==> src/rtl/uart_pkg.sv <==
// Shared UART definitions: FSM state encoding and frame/baud constants.
package uart_pkg;

  typedef enum logic [1:0] {
    IDLE  = 2'd0,
    START = 2'd1,
    DATA  = 2'd2,
    STOP  = 2'd3
  } uart_state_e;

  // 50 MHz system clock divided down to 115200 baud
  localparam int CLKS_PER_BIT_115200_50MHZ = 434;

  // 8N1 frame: start + 8 data + stop
  localparam int FRAME_BITS = 10;

endpackage

==> src/rtl/uart_sender_if.sv <==
// Handshake and line signals of the UART sender: start strobe, parallel
// word, ready flag and the serial TX output.
interface uart_sender_if #(
  parameter int WIDTH = 32
);

  logic             en;
  logic [WIDTH-1:0] data_in;
  logic             dout;
  logic             rdy;

  modport master (
    output en,
    output data_in,
    input  dout,
    input  rdy
  );

  modport slave (
    input  en,
    input  data_in,
    output dout,
    output rdy
  );

endinterface

==> src/rtl/uart_baud_gen.sv <==
// Bit-period timer: emits a one-cycle tick every CLKS_PER_BIT clocks.
// A restart pulse realigns the period so a new frame starts on a clean
// boundary; kept separate so a receiver can reuse it.
module uart_baud_gen
  import uart_pkg::*;
#(
  parameter int CLKS_PER_BIT = CLKS_PER_BIT_115200_50MHZ
) (
  input  logic clk,
  input  logic rst_n,
  input  logic i_restart,
  output logic o_bit_tick
);

  localparam int            CW   = (CLKS_PER_BIT > 1) ? $clog2(CLKS_PER_BIT) : 1;
  localparam logic [CW-1:0] LAST = CW'(CLKS_PER_BIT - 1);

  logic [CW-1:0] r_cnt;

  // Count 0..CLKS_PER_BIT-1 and wrap; restart forces the count back to 0
  always_ff @(posedge clk or negedge rst_n) begin
    if (!rst_n) begin
      r_cnt <= '0;
    end else if (i_restart || (r_cnt == LAST)) begin
      r_cnt <= '0;
    end else begin
      r_cnt <= r_cnt + CW'(1);
    end
  end

  assign o_bit_tick = (r_cnt == LAST);

endmodule

==> src/rtl/uart_sender.sv <==
// Serialises a WIDTH-bit word as WIDTH/8 back-to-back 8N1 frames,
// most-significant byte first, each byte LSB first. Pulse-start / ready
// handshake; the word is captured once and the inputs ignored while busy.
module uart_sender
  import uart_pkg::*;
#(
  parameter int WIDTH        = 32,
  parameter int CLKS_PER_BIT = CLKS_PER_BIT_115200_50MHZ
) (
  input  logic          clk,
  input  logic          rst_n,
  uart_sender_if.slave  bus
);

  localparam int            NBYTES    = WIDTH / 8;
  localparam int            BCW       = (NBYTES > 1) ? $clog2(NBYTES) : 1;
  localparam logic [BCW-1:0] LAST_BYTE = BCW'(NBYTES - 1);
  localparam logic [2:0]    LAST_BIT  = 3'(FRAME_BITS - 3);

  uart_state_e      r_state;
  logic [WIDTH-1:0] r_shift;
  logic [2:0]       r_bitIdx;
  logic [BCW-1:0]   r_byteCnt;
  logic             r_dout;
  logic             r_rdy;

  logic             w_start;
  logic             w_tick;
  logic [7:0]       w_curByte;
  logic [2:0]       w_nextIdx;

  assign w_start   = (r_state == IDLE) && bus.en;
  assign w_curByte = r_shift[WIDTH-1 -: 8];
  assign w_nextIdx = r_bitIdx + 3'd1;

  uart_baud_gen #(
    .CLKS_PER_BIT(CLKS_PER_BIT)
  ) u_baud (
    .clk        (clk),
    .rst_n      (rst_n),
    .i_restart  (w_start),
    .o_bit_tick (w_tick)
  );

  // Frame sequencer; dout and rdy are registered so the TX pin never glitches
  always_ff @(posedge clk or negedge rst_n) begin
    if (!rst_n) begin
      r_state   <= IDLE;
      r_shift   <= '0;
      r_bitIdx  <= '0;
      r_byteCnt <= '0;
      r_dout    <= 1'b1;
      r_rdy     <= 1'b1;
    end else begin
      case (r_state)
        IDLE: begin
          if (bus.en) begin
            r_shift   <= bus.data_in;
            r_bitIdx  <= '0;
            r_byteCnt <= '0;
            r_dout    <= 1'b0;
            r_rdy     <= 1'b0;
            r_state   <= START;
          end
        end
        START: begin
          if (w_tick) begin
            r_bitIdx <= '0;
            r_dout   <= w_curByte[0];
            r_state  <= DATA;
          end
        end
        DATA: begin
          if (w_tick) begin
            if (r_bitIdx == LAST_BIT) begin
              r_dout  <= 1'b1;
              r_state <= STOP;
            end else begin
              r_bitIdx <= w_nextIdx;
              r_dout   <= w_curByte[w_nextIdx];
            end
          end
        end
        STOP: begin
          if (w_tick) begin
            if (r_byteCnt == LAST_BYTE) begin
              r_dout  <= 1'b1;
              r_rdy   <= 1'b1;
              r_state <= IDLE;
            end else begin
              r_byteCnt <= r_byteCnt + BCW'(1);
              r_shift   <= r_shift << 8;
              r_dout    <= 1'b0;
              r_state   <= START;
            end
          end
        end
        default: begin
          r_dout  <= 1'b1;
          r_rdy   <= 1'b1;
          r_state <= IDLE;
        end
      endcase
    end
  end

  assign bus.dout = r_dout;
  assign bus.rdy  = r_rdy;

endmodule

==> src/flat_wrapper.sv <==
// flat-port wrapper written by rule: the top's interface ports become plain ports
module uart_sender_flat import uart_pkg::*;
#(
  parameter int WIDTH        = 32,
  parameter int CLKS_PER_BIT = CLKS_PER_BIT_115200_50MHZ
)
  (clk, rst_n, bus_en, bus_data_in, bus_dout, bus_rdy);
  uart_sender_if #(.WIDTH(WIDTH)) bus_i ();
  input  logic clk;
  input  logic rst_n;
  input wire logic [$bits(bus_i.en)-1:0] bus_en;
  input wire logic [$bits(bus_i.data_in)-1:0] bus_data_in;
  output wire logic [$bits(bus_i.dout)-1:0] bus_dout;
  output wire logic [$bits(bus_i.rdy)-1:0] bus_rdy;
  assign bus_i.en = bus_en;
  assign bus_i.data_in = bus_data_in;
  assign bus_dout = bus_i.dout;
  assign bus_rdy = bus_i.rdy;
  uart_sender #(.WIDTH(WIDTH), .CLKS_PER_BIT(CLKS_PER_BIT)) u_core (.clk(clk), .rst_n(rst_n), .bus(bus_i));
endmodule
==> config.mk <==
export PLATFORM = sky130hd
export DESIGN_NAME = uart_sender_flat
export DESIGN_NICKNAME = d
export VERILOG_FILES = /design/src/rtl/uart_pkg.sv /design/src/rtl/uart_sender_if.sv /design/src/rtl/uart_baud_gen.sv /design/src/rtl/uart_sender.sv /design/src/flat_wrapper.sv
export SDC_FILE = /design/constraint.sdc
export NUM_CORES = 1
export LEC_CHECK = 0
export CELL_PAD_IN_SITES_DETAIL_PLACEMENT = 0
export CELL_PAD_IN_SITES_GLOBAL_PLACEMENT = 1
export CORE_MARGIN = 4
export CORE_UTILIZATION = 44
export DETAILED_ROUTE_END_ITERATION = 6
export GPL_TIMING_DRIVEN = 1
export PLACE_DENSITY = 0.82
export RECOVER_POWER = 25
export SLEW_MARGIN = 20
export SYNTH_ARGS = -nofsm -noshare
export SYNTH_HDL_FRONTEND = slang
export SYNTH_SLANG_ARGS = --single-unit
export TNS_END_PERCENT = 50
==> constraint.sdc <==
create_clock -name clk -period 2.2 [get_ports clk]
set_input_delay 0.44 -clock clk [delete_from_list [all_inputs] [get_ports clk]]
set_output_delay 0.44 -clock clk [all_outputs]
set_load 0.05 [all_outputs]
After elaboration in Yosys (flattened, before gate mapping). Index checks and enable logic that the tools add are counted.

Add/subtract/negate cells: 3. Multipliers: 0. Divide/modulo/power cells: 0. $lt $le $gt $ge: 1. Equal/unequal tests: 14. Shift-type cells: 0. Multiplexer cells: 33. Bitwise operators: 0. Reductions and logical operators: 10.

Operator list (number): $mux W32 (3); $pmux W32 S2 (1); $mux W2 (8); $mux W3 (4); $ne A2 B2 Y1 const B (6); $reduce_and A4 Y1 (3); $mux W1 (10); $reduce_and A5 Y1 (2); $add A9 B1 Y9 const B (1); $eq A9 B9 Y1 const B (1); $mux W9 (1); $pmux W3 S3 (1); $pmux W2 S4 (1); $eq A2 B2 Y1 const B (3); $lt A3 B4 Y1 const B (1); $ne A2 B1 Y1 const B (2); $pmux W1 S4 (1); $pmux W2 S2 (1); $add A3 B1 Y3 const B (1); $bmux W1 S3 (1); $eq A3 B3 Y1 const B (1); $reduce_bool A3 Y1 (1); $add A2 B1 Y2 const B (1); $eq A2 B1 Y1 const B (1); other kinds (5) (5).

Flip-flop bits (word level): 50. Latch bits: 0. Memory bits (writable): 0. Bits in read-only memories: 0. Input bits: 35. Output and inout port bits: 2. Memories kept: 0.

Logic depth before layout (Yosys ltp). Gate-level depths: netlist (run 1).

Depth in word-level cells: 6. Gate-level depth with buffers: 8.

Cells and area by module. A second synthesis (run 1) with hierarchy kept.

Cell total of the unflattened synthesis: 240. Area, all modules: 2523.7 sq um.

Modules (own cells, without submodules): uart_sender (times used 1, cells each 192, area each 2038.2 sq um, sequential area each 1028.5 sq um); uart_baud_gen (times used 1, cells each 48, area each 485.5 sq um, sequential area each 225.2 sq um).

Worst setup path before layout (run 1). Ideal clock, no wire load.

Path type: register -> register. Start point: register u_core.r_state[0]. End point: register u_core.r_shift[22]. Library setup time: 0.125 ns. Data arrival time: 1.788 ns. Data required time: 2.075 ns. Path slack: 0.287 ns. Cell stages (with the launch flop): 8. Period minus slack after synthesis: 1.913 ns. Cell sequence: dfrtp_1 -> ha_1 -> buf_2 -> nor2b_1 -> a32oi_4 -> nor2_4 -> buf_4 -> mux2_4.

Longest elaborated chain between the ends: 3.

RTL lines: start: declaration (RTL line uart_sender.sv:20) `uart_state_e r_state;`; start signal: assignment (RTL line uart_sender.sv:48) `r_state <= IDLE;`; start signal: assignment (RTL line uart_sender.sv:63) `r_state <= START;`; start signal: assignment (RTL line uart_sender.sv:70) `r_state <= DATA;`; $eq A2 B2 Y1 or $logic_not A2 Y1 (tied branches) (RTL line uart_sender.sv:55) `case (r_state)`; $ne A2 B2 Y1 (no source line) or $reduce_bool A2 Y1 (tied branches); $reduce_and A4 Y1 (no source line); end signal: assignment (RTL line uart_sender.sv:58) `r_shift <= bus.data_in;`; end signal: assignment (RTL line uart_sender.sv:92) `r_shift <= r_shift << 8;`; end: declaration (RTL line uart_sender.sv:21) `logic [WIDTH-1:0] r_shift;`.

Parallel ways exist; a longest one is shown, timed or not. A chain may end at the register's enable or synchronous reset.

Final worst setup path (run 1).
Start point: register u_core.r_rdy, in the netlist u_core.bus.rdy. End point: output port bus_rdy.

RTL lines: start: declaration (RTL line uart_sender.sv:25) `logic r_rdy;`; start signal: assignment (RTL line uart_sender.sv:53) `r_rdy <= 1'b1;`; start signal: assignment (RTL line uart_sender.sv:62) `r_rdy <= 1'b0;`; start signal: assignment (RTL line uart_sender.sv:88) `r_rdy <= 1'b1;`; end: declaration (RTL line flat_wrapper.sv:14) `output wire logic [$bits(bus_i.rdy)-1:0] bus_rdy;`.

No word-level cell between the ends.

==> summary.md, run 1 <==
| Metric | Value |
|---|---|
| Worst setup EP type | `output pin` |
| Detailed-route DRC error count | `0` |
| Cells resized by post-CTS repair | `0` |
| Die Wd | `87.2 um` |
| Number of global-route vias before repair | `1887` |
| Proportion of synthesized chip area in sequential cells | `45.5%` |
| Clock Skew | `0.0100 ns` |
| Setup slack of the most critical reg-to-reg path | `0.18 ns` |
| Final total negative setup slack | `0 ns` |
| Met1 demand-to-capacity share in global routing | `21.5%` |
| Post-CTS setup repair buffer count | `0` |
| Filler cell count | `522` |
| Number of failing hold endpoints at the final stage | `0` |
| Register bit total from synthesis | `50` |
| Vertical extent of the die | `87.2 um` |
| Crit path cell chain | `clkdlybuf4s50_1` |
| Starting utilization of the core area | `46.0%` |
| Routability congestion estimate from global placement | `0.771` |
| GRT Residual Overflow | `0` |
| Share of the core filled with cells in the final layout | `55.7%` |
| Max Root-Sink Buffers | `2` |
| DR iter-0 viols | `59` |
| Inserted Diodes | `0` |
| Top achievable clock speed | `0.477 GHz` |
| Standard cell core area | `0.00599 mm^2` |
| Number of hold buffers added after CTS | `0` |
| Die area | `0.00760 mm^2` |
| Number of vias per cell | `5.37` |
| Clock Pin Slew Worst Setup and Hold Paths | `0.10 ns` |
| Post-Syn Area | `0.00276 mm^2` |
| Number of slew-limit violations in the final report | `0` |
| Worst stage delay on the critical path | `0.80 ns` |
| Worst-Skew Late Latency | `0.31 ns` |
| Highest net fanout along the worst path | `3` |
| Met3 track utilization from global routing | `3.03%` |
| Final setup violating endpoints | `0` |
| Global-route usage over all layers | `15.4%` |
| Count of unique library cells instantiated by Yosys | `45` |
| Count of buffer and inverter cells on the critical path | `1` |
| Crit share post-route | `95.4%` |
| Data required time at the worst endpoint | `1.76 ns` |
| Met2 Track Usage GR | `24.5%` |
| Maximum number of pins on one net before global-route repair | `27` |
| Initial antenna violation count | `0` |
| Proportion of netlist area held by the largest area contributor | `43.6%` |
| Routed wirelength normalized by instance count | `15.9 um` |
| Length of the first detailed-routing pass in iterations | `4` |
| Area grow syn2layout | `21.0%` |
| Class of the most critical setup path | `reg2out` |
| Final non-filler cell total | `337` |
| Leakage Power | `1.40 nW` |
| Instance count of the mapped netlist | `218` |
| FF-to-FF path depth | `6` |
| Reg-to-reg startpoint | `u_core.r_byteCnt[0]$_DFFE_PN0P_` |
| Type of the tightest min-delay check | `in2async` |
| Placement Rows | `28` |
| Clock period minus final worst setup slack | `2.10 ns` |
| WL final | `5.37 mm` |
| Root Driver | `clkbuf_8` |
| Number of vias after detailed routing | `1811` |
| Global routing's busiest layer | `met2` |
| Synth Net Count | `263` |
| CTS Buf Count | `5` |
| Cell type group with the largest total delay on the critical path | `buffers and inverters` |
| Worst Max-Slew Pin Slew | `1.47 ns` |
| Final layout net count | `306` |
| Buffers added on ports | `36` |
| Count of placed standard cells including taps | `329` |
| Max VDD drop | `0.296 mV` |
| Leading post-synthesis cells by cell area | `dfrtp_1 (44%), mux2_4 (12%), mux2_2 (11%), ha_1 (4.5%), a31o_1 (2.5%)` |
| Crit Reg-Reg Endpoint | `u_core.r_shift[24]$_DFFE_PN0P_` |
| Remaining antenna violation count after routing | `0` |
| H-tree level count | `2` |
| I/O pins | `37` |
| Mean instance size in the synthesized netlist | `12.6 um^2` |
| First-pass GRT wire length | `9.14 mm` |
| Clock sink count | `50` |
| RSZ-0062 raised after global routing | `no` |
| Power per cell area | `494 mW/mm^2` |
| Outcome | `complete, no violations` |
| Most area-hungry cell type in the Yosys netlist | `dfrtp_1` |
| Max Cap Violations | `0` |
| Share of post-route cells with drive strength above 1 | `28.2%` |
| Data arrival time at the worst-slack endpoint | `1.66 ns` |
| TritonCTS clock tree | `built` |
| Headroom to the max-slew limit | `1.71%` |
| Detailed Place HPWL | `3.92 mm` |
| Crit path launch type | `flop` |
| Cell with the biggest individual delay on the critical path | `clkdlybuf4s50_1` |
| Ys Warns | `0` |
==> how the worst max path moves through the flow <==
stage | cells after the start | endpoint | start | slack [ns]
after global routing | 6 | u_core.r_shift[24]$_DFFE_PN0P_ | u_core.r_byteCnt[0]$_DFFE_PN0P_ | 0.05
after global placement | 5 | u_core.r_state[1]$_DFFE_PN0P_ | bus_en | 0.15
after floorplan | 7 | u_core.r_shift[22]$_DFFE_PN0P_ | u_core.r_state[0]$_DFFE_PN0P_ | 0.29
after CTS | 1 | bus_rdy | u_core.bus.rdy$_DFFE_PN1P_ | 0.08
after detailed placement | 5 | u_core.r_state[1]$_DFFE_PN0P_ | bus_en | 0.15
final | 1 | bus_rdy | u_core.bus.rdy$_DFFE_PN1P_ | 0.10
==> cell usage in the layout, fill, tap and decap left out, drive strengths merged, types with 3 or more instances in the layout <==
cell type,Yosys,layout
mux2,49,49
dfrtp,48,48
clkdlybuf4s50,0,35
nor2,14,14
ha,10,10
buf,7,10
o21a,8,8
a31o,8,8
inv,7,7
o21ai,7,7
nor3,6,6
clkbuf,3,6
nand2,5,5
a21oi,5,5
xnor2,4,4
nand3,3,3
nor2b,3,3
==> metal layers <==
layer  vias to the layer above  share of wire [%]
met4                         0                1.1
met1                       883                 48
met3                         6                3.6
met5                         -                  0
li1                        890                  -
met2                        32                 47
==> kinds of logic after synthesis <==
logic type	share of synthesized area, %
DFF	45.5
AOI/OAI and AO/OA	11.8
xor gates and xnor gates	1.59
buffers and inverters	3.13
and+or+nand+nor	8.08
muxes	25.4
adders and majority gates	4.54
==> per-stage QoR <==
stage / total power, mW / area (um^2) / setup WS [ns] / hold WS [ns]
after floorplan: 1.02 / 2760 / 0.287 / 0.144
after global placement: 1.12 / 3250 / 0.153 / 0.479
after detailed placement: 1.12 / 3250 / 0.153 / 0.484
after CTS: 1.67 / 3340 / 0.0820 / 0.142
after global routing: 1.71 / 3340 / 0.0514 / 0.538
final: 1.65 / 3340 / 0.102 / 0.467
==> layout make-up <==
class | count | area [um^2] | share of cell area [%]
clock inverter | 3 | 21.3 | 0.638
timing repair buffer | 46 | 454 | 13.6
tap | 75 | 93.8 | 2.81
sequential | 50 | 1250 | 37.6
multi-input combinational | 151 | 1420 | 42.5
inverter | 7 | 26.3 | 0.788
clock buffer | 5 | 68.8 | 2.06
==> Yosys cell counts (all sizes together) <==
library cell,n
mux2,49
dfrtp,48
nor2,14
ha,10
a31o,8
o21a,8
buf,7
inv,7
o21ai,7
nor3,6
a21oi,5
nand2,5
xnor2,4
clkbuf,3
nand3,3
nor2b,3
a221oi,2
a22o,2
a31oi,2
a32o,2
dfstp,2
mux2i,2
mux4,2
nand4,2
or3,2
a211o,1
a2bb2oi,1
a32oi,1
a41o,1
and4b,1
and4bb,1
nand2b,1
nand4b,1
nand4bb,1
nor4,1
o22ai,1
o31ai,1
xor2,1
==> state kept, by name, indices dropped and copies added, names as in the netlist <==
name,count
u_core.r_byteCnt,2
u_core.r_bitIdx,3
u_core.r_state,2
u_core.bus.rdy,1
u_core.u_baud.r_cnt,9
u_core.r_shift,32
u_core.bus.dout,1
==> power by group <==
group / internal (mW) / leakage, nW / total [mW] / switching, mW
clock: 0.224 / 0.0441 / 0.549 / 0.324
combinational: 0.103 / 0.749 / 0.145 / 0.0416
sequential: 0.941 / 0.606 / 0.955 / 0.0136
No activity file was read; power rests on OpenSTA's default activity.
==> inputs of run 2 (changes only) <==
- CORE_MARGIN: 4 -> default
==> run 2 against run 1 <==
Against the previous run: core utilization decreased by 0.15 points; cell area is 0.26% lower; critical endpoint unchanged; global-route usage up 3.3 points; highest routed layer unchanged; largest power group unchanged; sequential cell count unchanged; combinational power is 3% lower; critical path type unchanged; die area fell by 13%.
==> summary.md, run 2 (synthesized netlist as in run 1, its figures left out) <==
| Metric | Value |
|---|---|
| Remaining antenna violation count after routing | `0 (unchanged)` |
| Power per cell area | `494 mW/mm^2 (about the same)` |
| Max Cap Violations | `0 (unchanged)` |
| Total power after layout | `1.65 mW (-0.19%)` |
| Highest net fanout along the worst path | `3 (unchanged)` |
| Worst stage delay on the critical path | `0.80 ns (about the same)` |
| CTS Buf Count | `5 (unchanged)` |
| Starting utilization of the core area | `46.0% (unchanged)` |
| Final layout net count | `305 (-0.33%)` |
| Leakage Power | `1.39 nW (-0.38%)` |
| Number of failing hold endpoints at the final stage | `0 (unchanged)` |
| Most common cell after layout, fill and taps aside | `dfrtp_1` |
| Commonest cells after routing, fill and taps aside | `dfrtp_1 (48), clkdlybuf4s50_1 (35), mux2_2 (27)` |
| H-tree level count | `2 (unchanged)` |
| Clock Skew | `0.00695 ns (-0.00306 ns)` |
| Post-CTS setup repair buffer count | `0 (unchanged)` |
| Worst-Skew Late Latency | `0.31 ns (about the same)` |
| Number of global-route vias before repair | `1923 (+1.9%)` |
| Worst path setup slack after routing | `0.0918 ns (-0.00978 ns)` |
| Root Driver | `clkbuf_8` |
| Length of the first detailed-routing pass in iterations | `4 (unchanged)` |
| Clock Pin Slew Worst Setup and Hold Paths | `0.09 ns (about the same)` |
| Count of buffer and inverter cells on the critical path | `1 (unchanged)` |
| Initial antenna violation count | `0 (unchanged)` |
| Clock period minus final worst setup slack | `2.11 ns (+0.00978 ns)` |
| DP Worst Slack | `0.147 ns (-0.00547 ns)` |
| Number of vias per cell | `5.37 (-0.15%)` |
| First-pass GRT wire length | `9.20 mm (+0.68%)` |
| Final total negative setup slack | `0 ns (unchanged)` |
| Maximum number of pins on one net before global-route repair | `51 (+89%)` |
| Cell type group with the largest total delay on the critical path | `buffers and inverters` |
| DR iter-0 viols | `88 (+49%)` |
| RSZ-0062 raised after global routing | `no` |
| Number of vias after detailed routing | `1803 (-0.44%)` |
| Headroom to the max-slew limit | `17.3% (+16 points)` |
| Data required time at the worst endpoint | `1.76 ns (about the same)` |
| Detailed-route DRC error count | `0 (unchanged)` |
| Registers with the most flip-flops | `u_core.r_shift: 32 flops, u_core.u_baud.r_cnt: 9 flops, u_core.r_bitIdx: 3 flops` |
| Vertical extent of the die | `81.2 um (-6.9%)` |
| Crit path cell chain | `clkdlybuf4s50_1` |
| Cell with the biggest individual delay on the critical path | `clkdlybuf4s50_1` |
| Worst Max-Slew Pin Slew | `1.24 ns (-0.233 ns)` |
| Standard cell core area | `0.00599 mm^2 (unchanged)` |
| Routability congestion estimate from global placement | `0.753 (-2.3%)` |
| Number of flip-flops under the largest register name | `32 (unchanged)` |
| Detailed Place HPWL | `3.70 mm (-5.5%)` |
| Top achievable clock speed | `0.474 GHz (-0.46%)` |
| Area of the multi-input gates | `0.00142 mm^2 (unchanged)` |
| Area grow syn2layout | `20.6%` |
| Number of slew-limit violations in the final report | `0 (unchanged)` |
| TritonCTS clock tree | `built` |
| Outcome | `complete, no violations` |
| Max Root-Sink Buffers | `2 (unchanged)` |
| Die area | `0.00659 mm^2 (-13%)` |
| Max VDD drop | `0.458 mV (+55%)` |
| Sequential standard cell area | `0.00125 mm^2 (unchanged)` |
| Die Wd | `81.2 um (-6.9%)` |
| Type of the tightest min-delay check | `in2async` |
| Share of the core filled with cells in the final layout | `55.5% (-0.15 points)` |
| Clock sink count | `50 (unchanged)` |
| GRT Residual Overflow | `0 (unchanged)` |
| Placement Rows | `28 (unchanged)` |
| Final setup violating endpoints | `0 (unchanged)` |
| Share of post-route cells with drive strength above 1 | `28.4% (+0.11 points)` |
| Routed wirelength normalized by instance count | `15.8 um (-0.54%)` |
| Inserted Diodes | `0 (unchanged)` |
| Number of hold buffers added after CTS | `0 (unchanged)` |
| Register bank with the most flops | `u_core.r_shift` |
| Global-route usage over all layers | `18.7% (+3.3 points)` |
| Buffers added on ports | `36 (unchanged)` |
| Cells resized by post-CTS repair | `0 (unchanged)` |
| Crit share post-route | `95.8% (+0.44 points)` |
| Worst setup EP type | `output pin` |
| Filler cell count | `506 (-3.1%)` |
| Class of the most critical setup path | `reg2out` |
| Data arrival time at the worst-slack endpoint | `1.67 ns (about the same)` |
| Crit path launch type | `flop` |
| I/O pins | `37 (unchanged)` |
| WL final | `5.32 mm (-0.84%)` |
run 2: cell count changes in the layout (fill, tap and decap cells not counted):
| cell | change |
|---|---|
| buf_4 | -2 |
| clkbuf_1 | -1 |
| clkbuf_2 | +1 |
| buf_2 | +1 |
run 2: layout make-up:
type	count	area share, %
clock buffers	5	2.07
clock inverters	3	0.639
inverters	7	0.790
multi-input cells	151	42.6
flip-flops and latches	50	37.7
well taps	75	2.82
repair buffers	45	13.4
run 2: report_power, final:
part           total [mW]  internal [mW]  switching, mW
combinational       0.140          0.100         0.0396
clock               0.550          0.224          0.326
sequential          0.955          0.941         0.0139
total                1.65           1.27          0.379
run 2: per-stage QoR:
step                std cells  hold slack [ns]  instance area (um^2)
detailed placement        328            0.489                  3240
finish                    336            0.454                  3330
global route              336            0.532                  3330
CTS                       336            0.247                  3330
global placement          328            0.481                  3240
floorplan                 218            0.144                  2760
run 2: final timing paths:
check | startpoint | end | slack, ns | depth (start not counted)
worst max-delay path | u_core.bus.rdy$_DFFE_PN1P_ | bus_rdy | 0.09 | 1
worst min-delay path | rst_n | u_core.u_baud.r_cnt[1]$_DFF_PN0_ | 0.45 | 2
worst max register to register | u_core.r_byteCnt[0]$_DFFE_PN0P_ | u_core.r_shift[25]$_DFFE_PN0P_ | 0.17 | 6
worst min register to register | u_core.r_shift[8]$_DFFE_PN0P_ | u_core.r_shift[8]$_DFFE_PN0P_ | 0.51 | 1
max in group asynchronous | rst_n | u_core.u_baud.r_cnt[4]$_DFF_PN0_ | 0.99 | 2
min in group clk | u_core.r_shift[8]$_DFFE_PN0P_ | u_core.r_shift[8]$_DFFE_PN0P_ | 0.51 | 1
run 2: metal layers:
metal  GRT usage (%)  wire, um
met5               0         0
met4            7.68       117
met3            3.93       167
met2            30.2      2470
met1            24.3      2570
